File: config.mk
export PLATFORM = sky130hd
export DESIGN_NAME = ram_arbiter
export DESIGN_NICKNAME = d
export VERILOG_FILES = /design/src/rtl/ram_arb_pkg.sv /design/src/rtl/ram_arb_pick.sv /design/src/rtl/ram_arbiter.sv
export SDC_FILE = /design/constraint.sdc
export NUM_CORES = 1
export LEC_CHECK = 0
export CORE_ASPECT_RATIO = 2
export CORE_MARGIN = 5
export CORE_UTILIZATION = 46
export DETAILED_ROUTE_END_ITERATION = 6
export HOLD_SLACK_MARGIN = 0.06
export PLACE_DENSITY = 0.86
export SKIP_LAST_GASP = 1
export SLEW_MARGIN = 10
export SYNTH_ARGS = -nofsm -noshare
export SYNTH_HDL_FRONTEND = slang
export SYNTH_SLANG_ARGS = --single-unit
File: constraint.sdc
create_clock -name clk -period 7.1 [get_ports clk]
set_clock_uncertainty 0.2 [all_clocks]
set_input_delay 1.42 -clock clk [delete_from_list [all_inputs] [get_ports clk]]
set_output_delay 1.42 -clock clk [all_outputs]
set_load 0.01 [all_outputs]
File: src/rtl/ram_arb_pkg.sv
// ram_arb_pkg: shared types, RAM mode encodings and the alignment check for
// the data-RAM arbiter.
// Ports: none (package).
// Optional feature macro used by the importing files: RAM_ARB_RR_EN.
package ram_arb_pkg;

  typedef enum logic [1:0] {
    IDLE   = 2'd0,
    ACCESS = 2'd1,
    RESP   = 2'd2
  } state_e;

  localparam logic [2:0] MODE_B  = 3'b000;
  localparam logic [2:0] MODE_H  = 3'b001;
  localparam logic [2:0] MODE_W  = 3'b010;
  localparam logic [2:0] MODE_BU = 3'b100;
  localparam logic [2:0] MODE_HU = 3'b101;

  // Halfwords need an even address, words a 4-byte aligned one; bytes are always fine.
  function automatic logic is_misaligned(input logic [2:0] mode, input logic [1:0] addr_lo);
    logic mis;
    mis = 1'b0;
    case (mode[1:0])
      2'b01:        mis = addr_lo[0];
      2'b10, 2'b11: mis = (addr_lo != 2'b00);
      default:      mis = 1'b0;
    endcase
    return mis;
  endfunction

endpackage

File: src/rtl/ram_arb_pick.sv
// ram_arb_pick: combinational two-way request picker.
// Ports: req0/req1 - requests; last_gnt - port granted most recently
//        (1 = port 1); gnt - one-hot pick, bit i for port i, 0 when idle.
// Macro RAM_ARB_RR_EN: when defined, ties go to the port that did not win
// last time; otherwise port 0 always wins ties and last_gnt is ignored.
module ram_arb_pick (
  input  logic       req0,
  input  logic       req1,
  input  logic       last_gnt,
  output logic [1:0] gnt
);

`ifdef RAM_ARB_RR_EN
  // Round-robin on ties: port 0 wins only if port 1 won last.
  always_comb begin
    gnt = 2'b00;
    if (req0 && (!req1 || last_gnt)) begin
      gnt = 2'b01;
    end else if (req1) begin
      gnt = 2'b10;
    end
  end
`else
  logic unused_last_gnt;
  assign unused_last_gnt = last_gnt;

  // Fixed priority, port 0 first.
  always_comb begin
    gnt = 2'b00;
    if (req0) begin
      gnt = 2'b01;
    end else if (req1) begin
      gnt = 2'b10;
    end
  end
`endif

endmodule

File: src/rtl/ram_arbiter.sv
// ram_arbiter: two-port arbiter/sequencer in front of the data RAM.
// Port 0 is the CPU load/store unit, port 1 the debug/program loader.
// One request is accepted at a time (IDLE or RESP), the RAM is driven for the
// single ACCESS cycle, and a registered response strobes in RESP.
// Ports: clk, rst (async, active-high);
//        mN_req/we/mode/addr/wdata in, mN_gnt (combinational) out,
//        mN_rvalid/rdata/rerr registered response out;
//        ram_we/mode/addr/din out, ram_dout in (combinational read).
// Macro RAM_ARB_RR_EN: round-robin tie-breaking via a last_gnt flop.
module ram_arbiter
  import ram_arb_pkg::*;
#(
  parameter int unsigned ADDR_W = 12,
  parameter int unsigned DATA_W = 32
) (
  input  logic              clk,
  input  logic              rst,
  input  logic              m0_req,
  input  logic              m0_we,
  input  logic [2:0]        m0_mode,
  input  logic [ADDR_W-1:0] m0_addr,
  input  logic [DATA_W-1:0] m0_wdata,
  output logic              m0_gnt,
  output logic              m0_rvalid,
  output logic [DATA_W-1:0] m0_rdata,
  output logic              m0_rerr,
  input  logic              m1_req,
  input  logic              m1_we,
  input  logic [2:0]        m1_mode,
  input  logic [ADDR_W-1:0] m1_addr,
  input  logic [DATA_W-1:0] m1_wdata,
  output logic              m1_gnt,
  output logic              m1_rvalid,
  output logic [DATA_W-1:0] m1_rdata,
  output logic              m1_rerr,
  output logic              ram_we,
  output logic [2:0]        ram_mode,
  output logic [ADDR_W-1:0] ram_addr,
  output logic [DATA_W-1:0] ram_din,
  input  logic [DATA_W-1:0] ram_dout
);

  state_e              state_q, state_d;
  logic                owner_q, owner_d;
  logic                we_q, we_d;
  logic [2:0]          mode_q, mode_d;
  logic [ADDR_W-1:0]   addr_q, addr_d;
  logic [DATA_W-1:0]   wdata_q, wdata_d;
  logic                rvalid0_q, rvalid0_d, rvalid1_q, rvalid1_d;
  logic                rerr0_q, rerr0_d, rerr1_q, rerr1_d;
  logic [DATA_W-1:0]   rdata0_q, rdata0_d, rdata1_q, rdata1_d;
  logic                last_gnt_c;
  logic [1:0]          pick_c;
  logic                grant_ok_c;
  logic                mis_c;

  ram_arb_pick u_pick (
    .req0     (m0_req),
    .req1     (m1_req),
    .last_gnt (last_gnt_c),
    .gnt      (pick_c)
  );

`ifdef RAM_ARB_RR_EN
  logic last_gnt_q, last_gnt_d;

  // Remember which port won the most recent grant.
  always_comb begin
    last_gnt_d = last_gnt_q;
    if (m1_gnt) begin
      last_gnt_d = 1'b1;
    end else if (m0_gnt) begin
      last_gnt_d = 1'b0;
    end
  end

  always_ff @(posedge clk or posedge rst) begin
    if (rst) begin
      last_gnt_q <= 1'b1;
    end else begin
      last_gnt_q <= last_gnt_d;
    end
  end

  assign last_gnt_c = last_gnt_q;
`else
  assign last_gnt_c = 1'b1;
`endif

  // Grants are blocked in ACCESS and for as long as reset is held.
  assign grant_ok_c = !rst && (state_q != ACCESS);
  assign m0_gnt     = grant_ok_c && pick_c[0];
  assign m1_gnt     = grant_ok_c && pick_c[1];
  assign mis_c      = is_misaligned(mode_q, addr_q[1:0]);

  assign m0_rvalid = rvalid0_q;
  assign m0_rdata  = rdata0_q;
  assign m0_rerr   = rerr0_q;
  assign m1_rvalid = rvalid1_q;
  assign m1_rdata  = rdata1_q;
  assign m1_rerr   = rerr1_q;

  // Next-state, request latch, response capture and RAM drive.
  always_comb begin
    state_d   = state_q;
    owner_d   = owner_q;
    we_d      = we_q;
    mode_d    = mode_q;
    addr_d    = addr_q;
    wdata_d   = wdata_q;
    rvalid0_d = 1'b0;
    rvalid1_d = 1'b0;
    rdata0_d  = rdata0_q;
    rdata1_d  = rdata1_q;
    rerr0_d   = rerr0_q;
    rerr1_d   = rerr1_q;
    ram_we    = 1'b0;
    ram_mode  = MODE_W;
    ram_addr  = '0;
    ram_din   = '0;

    case (state_q)
      IDLE, RESP: begin
        if (m0_gnt || m1_gnt) begin
          state_d = ACCESS;
          owner_d = m1_gnt;
          we_d    = m1_gnt ? m1_we    : m0_we;
          mode_d  = m1_gnt ? m1_mode  : m0_mode;
          addr_d  = m1_gnt ? m1_addr  : m0_addr;
          wdata_d = m1_gnt ? m1_wdata : m0_wdata;
        end else begin
          state_d = IDLE;
        end
      end
      ACCESS: begin
        ram_we   = we_q && !mis_c;
        ram_mode = mode_q;
        ram_addr = addr_q;
        ram_din  = wdata_q;
        if (owner_q) begin
          rvalid1_d = 1'b1;
          rdata1_d  = mis_c ? '0 : ram_dout;
          rerr1_d   = mis_c;
        end else begin
          rvalid0_d = 1'b1;
          rdata0_d  = mis_c ? '0 : ram_dout;
          rerr0_d   = mis_c;
        end
        state_d = RESP;
      end
      default: state_d = IDLE;
    endcase
  end

  always_ff @(posedge clk or posedge rst) begin
    if (rst) begin
      state_q   <= IDLE;
      owner_q   <= 1'b0;
      we_q      <= 1'b0;
      mode_q    <= MODE_W;
      addr_q    <= '0;
      wdata_q   <= '0;
      rvalid0_q <= 1'b0;
      rvalid1_q <= 1'b0;
      rdata0_q  <= '0;
      rdata1_q  <= '0;
      rerr0_q   <= 1'b0;
      rerr1_q   <= 1'b0;
    end else begin
      state_q   <= state_d;
      owner_q   <= owner_d;
      we_q      <= we_d;
      mode_q    <= mode_d;
      addr_q    <= addr_d;
      wdata_q   <= wdata_d;
      rvalid0_q <= rvalid0_d;
      rvalid1_q <= rvalid1_d;
      rdata0_q  <= rdata0_d;
      rdata1_q  <= rdata1_d;
      rerr0_q   <= rerr0_d;
      rerr1_q   <= rerr1_d;
    end
  end

endmodule

After elaboration in Yosys (flattened, before gate mapping)
Cells that the tools add are included.
{ "totals": {"output_inout_bits": 118, "in_bits": 132, "elab_cells": 51, "reg_bits": 119} }
{ "op_classes": {"bitwise": 1, "muxes": 18, "reduce_logical": 14, "n_eq_ne": 6} }
{ "op_table": {"columns": ["operator", "count"], "rows": [
  ["32-bit two-way mux", 3],
  ["12-bit two-way mux", 2],
  ["1-bit two-way mux", 7],
  ["2-bit == test (second input constant)", 3],
  ["3-bit two-way mux", 2],
  ["2-bit AND reduction", 3],
  ["2-bit by 1-bit == test with 1-bit output (second input constant)", 2],
  ["1-bit logical AND", 4],
  ["2-bit two-way mux", 2],
  ["2-bit case mux with 2 select lines", 1],
  ["2-bit OR reduction", 2],
  ["1-bit zero test", 2],
  ["2-bit zero test", 1],
  ["2-bit by 1-bit inequality test with 1-bit output (second input constant)", 1],
  ["1-bit case mux with 2 select lines", 1],
  ["2-bit nonzero test", 1],
  ["1-bit logical OR", 1],
  ["1-bit inverter", 1]
]} }

Logic depth before layout (Yosys ltp)
Gate-level depths: netlist (run 1).
{ "depth": {"ltp_word": 6, "ltp_mapped": 7, "mapped_depth_nobuf": 3} }

Cells and area by module
A second synthesis (run 1) with hierarchy kept.
{ "unflattened": {"hier_cells": 608, "area_unflattened_um2": 5439.0} }
{ "by_module_without_submodules": {"columns": ["mod", "instances", "area_each_um2", "cells_each", "seq_area_each_um2"], "rows": [
  ["ram_arbiter", 1, 5417.7, 606, 2979.1],
  ["ram_arb_pick", 1, 21.3, 2, 0.0]
]} }

Worst setup path after synthesis (run 1)
No wires, ideal clock.
{ "synth_timing": {"kind": "input to output", "start": "input m0_req", "end": "output m1_gnt", "t_arrival_ns": 2.308, "required_ns": 5.480, "path_buffers": 3, "stages": 5, "setup_slack_ns": 3.172, "path_cell_list": "nand2b_1 > buf_2 > buf_2 > clkbuf_1 > nor3_1"} }
{ "synth_between": {"elab_chain_len": 2} }
{ "synth_rtl": {"columns": ["element", "line_no", "text"], "rows": [
  ["start: declaration", "ram_arbiter.sv:18", "input logic m0_req,"],
  ["2-bit two-way mux", "ram_arb_pick.sv:30", "if (req0) begin"],
  ["1-bit logical AND", "ram_arbiter.sv:93", "assign m1_gnt = grant_ok_c && pick_c[1];"],
  ["end: declaration", "ram_arbiter.sv:32", "output logic m1_gnt,"]
]} }
Every way passes these cells.

Final worst setup path (run 1)
{ "layout_timing": {"start": "register state_q[0]", "end": "output ram_din[2]"} }
{ "layout_between": {"elab_chain_len": 2} }
{ "layout_rtl": {"columns": ["element", "line_no", "text"], "rows": [
  ["start: declaration", "ram_arbiter.sv:43", "state_e state_q, state_d;"],
  ["start signal: assignment", "ram_arbiter.sv:170", "state_q <= state_d;"],
  ["2-bit by 1-bit == test with 1-bit output", "ram_arbiter.sv:122", "case (state_q)"],
  ["32-bit two-way mux", "ram_arbiter.sv:122", null],
  ["end: declaration", "ram_arbiter.sv:39", "output logic [DATA_W-1:0] ram_din,"]
]} }
Every way passes these cells.

==> reports/metrics.sh, run 1 <==
YS_TOP_CELLS_BY_AREA='sky130_fd_sc_hd__dfrtp_1 51%, sky130_fd_sc_hd__or4b_1 8.2%, sky130_fd_sc_hd__o31ai_1 6.2%, sky130_fd_sc_hd__a31oi_1 5.2%, sky130_fd_sc_hd__and2_1 5.2%'
COMPLEX_GATE_FRACTION_OF_THE_SYNTHESIZED_AREA_PCT=21.4
SYNTHCELLS=615
STATIC_LEAKAGE_nW=3.51
MIN_PERIOD_PS=4700
CELL_INT_POWER_mW=1.86
MOSTFREQUENTLAYOUTCELLS='248 x sky130_fd_sc_hd__clkdlybuf4s50_1, 118 x sky130_fd_sc_hd__dfrtp_1, 66 x sky130_fd_sc_hd__nand2_1'
FP.DIEW_UM=89.6
CTS_TREE='built'
CRITICAL_PATH.MAX_FANOUT=62
FINAL_UTIL_PCT=71.3
POWER.SHARE.COMBINATIONAL_PCT=29.3
ROUTEDWLPERCELL_UM=19.0
DPL-INSTANCE-AREA_UM2=8260
POSTROUTEANTENNANETS=0
TIMING.MAX_SLEW.REL_SLACK_PCT=22.2
FINALMAXSLEWVIOLATIONS=0
P_SW_mW=0.784
SYNTH-SEQ-CELLS=119
HOLD_CLASS='reg2reg'
H-TREE-DEPTH=4
GRT_PASS1_WL_MM=29.2
CTS-RESIZED-GATES=0
SYNTH_XOR_XNOR_AREA_SHARE_PCT=0
CORE_REGION_AREA_UM2=12500
TNS_PS=0
DOMINANTREGCELLSYNTH='sky130_fd_sc_hd__dfrtp_1'
CRIT_TYPE='reg2out'
LARGEST_STAGE_DELAY_ON_THE_CRITICAL_PATH_PS=900
SYNTH.CELL_AREA_UM2=5830
IO_PINS=250
WORST_SKEW_PAIR.LATE_LATENCY_PS=410
SYNTH.AREA.MUX_SHARE_PCT=0
CTSHOLDBUFFERS=0
CRITPATHCAPTURETYPE='primary output'
GRT_USE_TOTAL_PCT=24.9
POWER.SHARE.CLOCK_PCT=34.5
NUMPORTBUFFERS=249
SYNTHADDERAREAFRAC_PCT=0
SYNTHESIS.YOSYS.WARNINGS=0
ACHIEVABLE-FREQUENCY_GHz=0.213
MAX_IR_DROP_VDD_mV=0.222
STDCELL_AREA_UM2=8900
FILLERINSTANCES=942
DRTPASS1ITERATIONS=5
DIEHEIGHT_UM=169
SYNTH_CELL_TYPES=26
ROUTE.VIAS.TOTAL=5711
INITIAL_UTILIZATION_PCT=46.7
TIMING.FINAL.HOLD_VIOLATIONS=0
ARRIVAL_TIME_OF_THE_WORST_SETUP_PATH_PS=3080
DRTITER0DRC=247
SYNTH_ENABLE_FLOP_CELLS=0
GP_ROUTABILITY_CONGESTION=0.840
LAYOUT.CELLS.MOST_COMMON='sky130_fd_sc_hd__clkdlybuf4s50_1'
RSZ0062_AT_GRT='false'
CLKSINKCOUNT=119
PATH_CELLS='nor2b_4 -> buf_4 -> and2_1 -> clkdlybuf4s50_1'
P_SEQ_SHARE_PCT=36.2
PLACEMENTROWS=58
HPWLAFTERDP_MM=13.5
FIN_WORST_HOLD_SLACK_PS=278
DRIVE_ABOVE_1_SHARE_PCT=5.91
P_TOTAL_mW=2.65
ANTENNA_FOUND_INITIAL=2
MIN_PERIOD_OVER_PERIOD_PCT=66.2
PLACED_CELLS=948
VIAS_IN_THE_FIRST_GLOBAL_ROUTE=5868
CTS-ROOT-BUF='sky130_fd_sc_hd__clkbuf_16'
SYNTH_LARGEST_TYPE_AREA_FRACTION_PCT=50.6
GRT_MAX_DEGREE=101
CTS_POST_SETUP_BUFFERS_INSERTED=0
CRITPATHSLOWESTCELL='sky130_fd_sc_hd__nor2b_4'
POWER.DENSITY_CELL_AREA_nW_PER_UM2=298
FF2FF_SETUP_SLACK_PS=4220
FIN_CELLS=981
NETLIST.TOP_CELL.BY_AREA='sky130_fd_sc_hd__dfrtp_1'
CLK_TRANSITION_REPORTED_PATHS_PS=60
TIMING.FINAL.WS_SETUP_PS=2400
AREA_GROWTH_FROM_SYNTHESIS_TO_LAYOUT_PCT=52.7
NETS=949
SYNTHSIMPLEGATEAREAFRAC_PCT=21.7
DIE_AREA_UM2=15200
SYNTH_AREA_PER_CELL_UM2=9.48
SYNTH.YOSYS.SEQ_AREA_SHARE_PCT=51.1
SWITCHING_SHARE_PCT=29.6
OUTCOME='finished clean'
CTS_BUFFER_DEPTH=2
CP.REQUIRED_PS=5480
MAXCAPVIOLATIONS=0
SYNTH_ASYNC_SR_FLOP_SHARE_PCT=100
DRC=0
SETUP_VIOLATIONS=0
WORST_SETUP_PATH_START_KIND='register'
COMBINATIONAL_FAMILY_WITH_THE_MOST_AREA_AFTER_SYNTHESIS='simple AND/OR/NAND/NOR gates'
FINALWIRELENGTH_MM=18.7
SYNTH.NET_COUNT=747
CLOCK_BUFFER_COUNT_FROM_CTS=17
GLOBALROUTEOVERFLOWTOTAL=0
VIAS_PER_CELL=5.82
DPL_WORST_SLACK_PS=2660
TIGHTESTPINTRANSITION_PS=1160
synth_stat cells (9+ instances only):
library cell	instances
sky130_fd_sc_hd__buf_2	9
sky130_fd_sc_hd__or4b_1	48
sky130_fd_sc_hd__clkbuf_1	56
sky130_fd_sc_hd__nand3_1	32
sky130_fd_sc_hd__o21ai_0	52
sky130_fd_sc_hd__o21ai_1	15
sky130_fd_sc_hd__and2_1	48
sky130_fd_sc_hd__a21oi_1	50
sky130_fd_sc_hd__nand2_1	67
sky130_fd_sc_hd__a31oi_1	48
sky130_fd_sc_hd__dfrtp_1	118
sky130_fd_sc_hd__o31ai_1	48
worst paths after layout:
kind,startpoint,endpoint,cells past startpoint
setup / recovery,state_q[0],ram_din[2],4
setup reg to reg,state_q[0],wdata_q[7],5
hold / removal,m0_rdata[22],m0_rdata[22],2
max in group asynchronous,rst,m0_rdata[23],4
min in group asynchronous,rst,wdata_q[24],3
hold reg to reg,m0_rdata[22],m0_rdata[22],2
area by class of cell:
type,instances,area (µm²),area share (%)
Antenna cell,2,5.00,0.0562
Tap cell,150,188,2.11
Clock buffer,18,439,4.93
Inverter,3,13.8,0.155
Sequential cell,119,2980,33.5
Clock inverter,13,193,2.16
Timing Repair Buffer,258,2550,28.7
Multi-Input combinational cell,418,2530,28.4
worst max-delay path: cells and delay by family (launching register included):
family | cells | cell delay (ps)
buf+inv | 2 | 1110
flops | 1 | 410
simple gates | 2 | 1130
per-layer routing:
metal	share of wire [%]	vias to the layer above	wire, µm	GRT usage (%)
li1	-	2667	-	-
met1	33	2718	6220	25.3
met2	54	254	10100	43.2
met3	6.1	72	1140	6.03
met4	6.4	0	1190	16.7
met5	0	-	0	0
cells by family (layout without fill, tap and decap cells):
family,after synthesis,after routing
flops,119,119
compound gates,213,213
buf+inv,78,292
other cells,0,2
simple gates,205,205
power groups by stage:
stage / logic (mW) / registers (mW) / clock network [mW]
floorplan: 0.278 / 0.999 / 0
global placement: 0.756 / 0.960 / 0
detailed placement: 0.785 / 0.967 / 0
CTS: 0.787 / 0.957 / 0.926
global route: 0.854 / 0.976 / 0.959
finish: 0.777 / 0.958 / 0.914
sequential cells by signal, indices dropped and copies added, names as in the netlist:
register	count
mode_q	3
m0_rdata	32
addr_q	12
wdata_q	32
state_q	2
m1_rvalid	1
m1_rdata	32
we_q	1
m0_rerr	1
m0_rvalid	1
m1_rerr	1
owner_q	1
Note: power is estimated with default switching activity, not from simulation.
==> run 2: changes to the inputs <==
--- a/config.mk
+++ b/config.mk
@@ -7,10 +7,10 @@
 export LEC_CHECK = 0
 export CORE_ASPECT_RATIO = 2
 export CORE_MARGIN = 5
-export CORE_UTILIZATION = 46
+export CORE_UTILIZATION = 39
 export DETAILED_ROUTE_END_ITERATION = 6
 export HOLD_SLACK_MARGIN = 0.06
-export PLACE_DENSITY = 0.86
+export PLACE_DENSITY = 0.78
 export SKIP_LAST_GASP = 1
 export SLEW_MARGIN = 10
 export SYNTH_ARGS = -nofsm -noshare
==> constraint.sdc (replaced) <==
create_clock -name clk -period 3.8 [get_ports clk]
set_clock_uncertainty 0.2 [all_clocks]
set_input_delay 0.76 -clock clk [delete_from_list [all_inputs] [get_ports clk]]
set_output_delay 0.76 -clock clk [all_outputs]
set_load 0.01 [all_outputs]
==> run 2 against run 1 <==
Critical path depth is the same. Wire length grew 0.36%. Sequential share of layout area shrank 0.33 points. Combinational power grew 88%. Cell count grew 4.9%. Total power grew 84%. Die area grew 16%. Flip-flop and latch count is the same. Critical endpoint is now ram_din[15].
==> reports/metrics.sh, run 2 (synthesis results as in run 1) <==
CLOCK_BUFFER_COUNT_FROM_CTS=17  # unchanged
ROUTED.TOP_LAYER='met4'  # unchanged
MAX_IR_DROP_VDD_mV=0.300  # was 0.222 mV
REGTOREGSTARTPOINT='state_q[0]'  # unchanged
VIAS_IN_THE_FIRST_GLOBAL_ROUTE=5519  # was 5,868
ARRIVAL_TIME_OF_THE_WORST_SETUP_PATH_PS=2290  # was 3080 ps
MAXCAPVIOLATIONS=0  # unchanged
POWER.SHARE.CLOCK_PCT=33.9  # was 34.5%
FINALMAXSLEWVIOLATIONS=0  # unchanged
P_TOTAL_mW=4.87  # was 2.65 mW
CTS_POST_SETUP_BUFFERS_INSERTED=0  # unchanged
SETUP_VIOLATIONS=0  # unchanged
H-TREE-DEPTH=4  # unchanged
MIN_PERIOD_OVER_PERIOD_PCT=85.4
MIN_PERIOD_PS=3250
R2R_END='m0_rdata[0]'  # was wdata_q[7]
DRIVE_ABOVE_1_SHARE_PCT=6.59  # was 5.91%
STDCELL_AREA_UM2=8990  # was 8900 µm²
INITIAL_UTILIZATION_PCT=39.6  # was 46.7%
WORST_SKEW_PAIR.LATE_LATENCY_PS=400  # was 410 ps
ACHIEVABLE-FREQUENCY_GHz=0.308
CELL_INT_POWER_mW=3.42  # was 1.86 mW
OUTCOME='finished clean'  # unchanged
STATIC_LEAKAGE_nW=3.53  # was 3.51 nW
HOLD_CLASS='reg2reg'  # unchanged
TIMING.MAX_SLEW.REL_SLACK_PCT=33.4  # was 22.2%
P_SW_mW=1.45  # was 0.784 mW
CORE_REGION_AREA_UM2=14700  # was 12,500 µm²
LAYOUT.CELLS.MOST_COMMON='sky130_fd_sc_hd__clkdlybuf4s50_1'  # unchanged
DPL-INSTANCE-AREA_UM2=8380  # was 8260 µm²
TNS_PS=0  # unchanged
CRITPATHSLOWESTCELL='sky130_fd_sc_hd__clkdlybuf4s50_1'  # was sky130_fd_sc_hd__nor2b_4
FINALWIRELENGTH_MM=18.8  # was 18.7 mm
TIGHTESTPINTRANSITION_PS=999  # was 1160 ps
WORST_SETUP_PATH_START_KIND='register'  # unchanged
VIAS_PER_CELL=5.37  # was 5.82
GRT_PASS1_WL_MM=29.2  # about the same
DRC=0  # unchanged
WL_MET1_MM=6.98  # was 6.22 mm
RSZ0062_AT_GRT='false'  # unchanged
ROUTED-WL-MET3_MM=1.08  # was 1.14 mm
CRITPATHCAPTURETYPE='primary output'  # unchanged
SWITCHING_SHARE_PCT=29.7  # was 29.6%
ANTENNA_FOUND_INITIAL=0  # was 2
CLK_TRANSITION_REPORTED_PATHS_PS=60  # about the same
AREA_GROWTH_FROM_SYNTHESIS_TO_LAYOUT_PCT=54.2  # was 52.7%
WHS_PATH_DEPTH=2  # unchanged
POSTROUTEANTENNANETS=0  # unchanged
GLOBALROUTEOVERFLOWTOTAL=0  # unchanged
LARGEST_STAGE_DELAY_ON_THE_CRITICAL_PATH_PS=580  # was 900 ps
POWER.SHARE.COMBINATIONAL_PCT=29.9  # was 29.3%
P_SEQ_SHARE_PCT=36.2  # about the same
ROUTE.VIAS.TOTAL=5522  # was 5,711
GRT_MAX_DEGREE=97  # was 101
CRITICAL_PATH.MAX_FANOUT=52  # was 62
FINAL_UTIL_PCT=61.0  # was 71.3%
SUM_OF_BUFFERS_AND_INVERTERS_ON_THE_CRITICAL_PATH=2  # unchanged
FF2FF_SETUP_SLACK_PS=1780  # was 4220 ps
ROUTEDWLPERCELL_UM=18.2  # was 19.0 µm
FILLERINSTANCES=1291  # was 942
IO_PINS=250  # unchanged
TIMING.REG2REG.WORST_PATH_DEPTH=4  # was 5
WIRE_LENGTH_ON_MET2_MM=9.98  # was 10.1 mm
WORST_HOLD_PATH.ENDPOINT='m0_rdata[26]'  # was m0_rdata[22]
FP.DIEW_UM=96.5  # was 89.6 µm
MOSTFREQUENTLAYOUTCELLS='248 x sky130_fd_sc_hd__clkdlybuf4s50_1, 118 x sky130_fd_sc_hd__dfrtp_1, 67 x sky130_fd_sc_hd__nand2_1'  # was 248 x sky130_fd_sc_hd__clkdlybuf4s50_1, 118 x sky130_fd_sc_hd__dfrtp_1, 66 x sky130_fd_sc_hd__nand2_1
MIN_FROM='m0_rdata[26]'  # was m0_rdata[22]
ANTENNA_CELLS=0  # was 2
DIE_AREA_UM2=17600  # was 15,200 µm²
POWER.DENSITY_CELL_AREA_nW_PER_UM2=542  # was 298 nW/µm²
DIEHEIGHT_UM=183  # was 169 µm
TIMING.CRITICAL_PATH.MAX_DELAY_FAMILY='buffers and inverters'  # was simple AND/OR/NAND/NOR gates
PATH_CELLS='nor2b_4 -> buf_4 -> and2_1 -> clkdlybuf4s50_1'  # unchanged
CTS_BUFFER_DEPTH=2  # unchanged
DRTPASS1ITERATIONS=4  # was 5
NUMPORTBUFFERS=249  # unchanged
GRT_USE_TOTAL_PCT=21.4  # was 24.9%
CP.REQUIRED_PS=2840  # was 5480 ps
NETS=954  # was 949
CTS_TREE='built'  # unchanged
TIMING.FINAL.HOLD_VIOLATIONS=0  # unchanged
CRIT_TYPE='reg2out'  # unchanged
DRTITER0DRC=261  # was 247
HPWLAFTERDP_MM=13.2  # was 13.5 mm
GP_ROUTABILITY_CONGESTION=0.801  # was 0.840
CTS-ROOT-BUF='sky130_fd_sc_hd__clkbuf_16'  # unchanged
CTSHOLDBUFFERS=0  # unchanged
CLKSINKCOUNT=119  # unchanged
PLACEMENTROWS=63  # was 58
CTS-RESIZED-GATES=0  # unchanged
==> run 2: changes by cell type in the layout (fill, tap and decap cells not counted), moves of 2 or more <==
| cell | delta |
|---|---|
| sky130_fd_sc_hd__buf_12 | +2 |
| sky130_fd_sc_hd__buf_4 | +3 |
| sky130_fd_sc_hd__clkinv_4 | +4 |
| sky130_fd_sc_hd__diode_2 | -2 |
| sky130_fd_sc_hd__inv_6 | -2 |
==> run 2: final cells by class <==
| class | count | area, µm² | share of cell area (%) |
|---|---|---|---|
| Inverter | 3 | 15.0 | 0.167 |
| Multi-Input combinational cell | 418 | 2520 | 28.1 |
| Sequential cell | 119 | 2980 | 33.1 |
| Clock buffer | 18 | 439 | 4.89 |
| Clock inverter | 13 | 170 | 1.89 |
| Timing Repair Buffer | 263 | 2620 | 29.1 |
| Tap cell | 195 | 244 | 2.71 |
==> run 2: stage by stage <==
stage,hold WS [ps],std cells,setup WS [ps]
finish,278,1029,554
global route,297,1029,411
CTS,282,1029,517
detailed placement,269,998,732
global placement,262,998,703
floorplan,307,615,793
==> run 2: worst reg2reg max path: stages (launching register included) <==
cell and delay (ps):
sky130_fd_sc_hd__dfrtp_1 430, sky130_fd_sc_hd__or3b_2 700, sky130_fd_sc_hd__buf_4 350, sky130_fd_sc_hd__nand2_1 140, sky130_fd_sc_hd__o21ai_0 80
==> run 2: metal layers <==
metal / global-route usage, % / up-vias
met5: 0 / -
met4: 9.84 / 0
met3: 4.76 / 40
met2: 37.7 / 185
met1: 23.8 / 2619
li1: - / 2678
==> run 2: worst max path at each step <==
stage / depth (start not counted) / slack (ps) / to / startpoint
6_report: 4 / 550 / ram_din[15] / state_q[0]
5_1_grt: 4 / 410 / ram_din[15] / state_q[0]
4_1_cts: 4 / 520 / ram_din[15] / state_q[0]
3_5_place_dp: 4 / 730 / m1_gnt / m0_req
3_3_place_gp: 4 / 700 / m1_gnt / m0_req
2_1_floorplan: 4 / 790 / addr_q[0] / rst
==> run 2: power groups by stage <==
stage | clock, mW | sequential [mW] | combinational, mW
global placement | 0 | 1.77 | 1.45
global route | 1.74 | 1.80 | 1.60
detailed placement | 0 | 1.79 | 1.48
CTS | 1.68 | 1.77 | 1.48
finish | 1.65 | 1.76 | 1.46
floorplan | 0 | 1.87 | 0.519
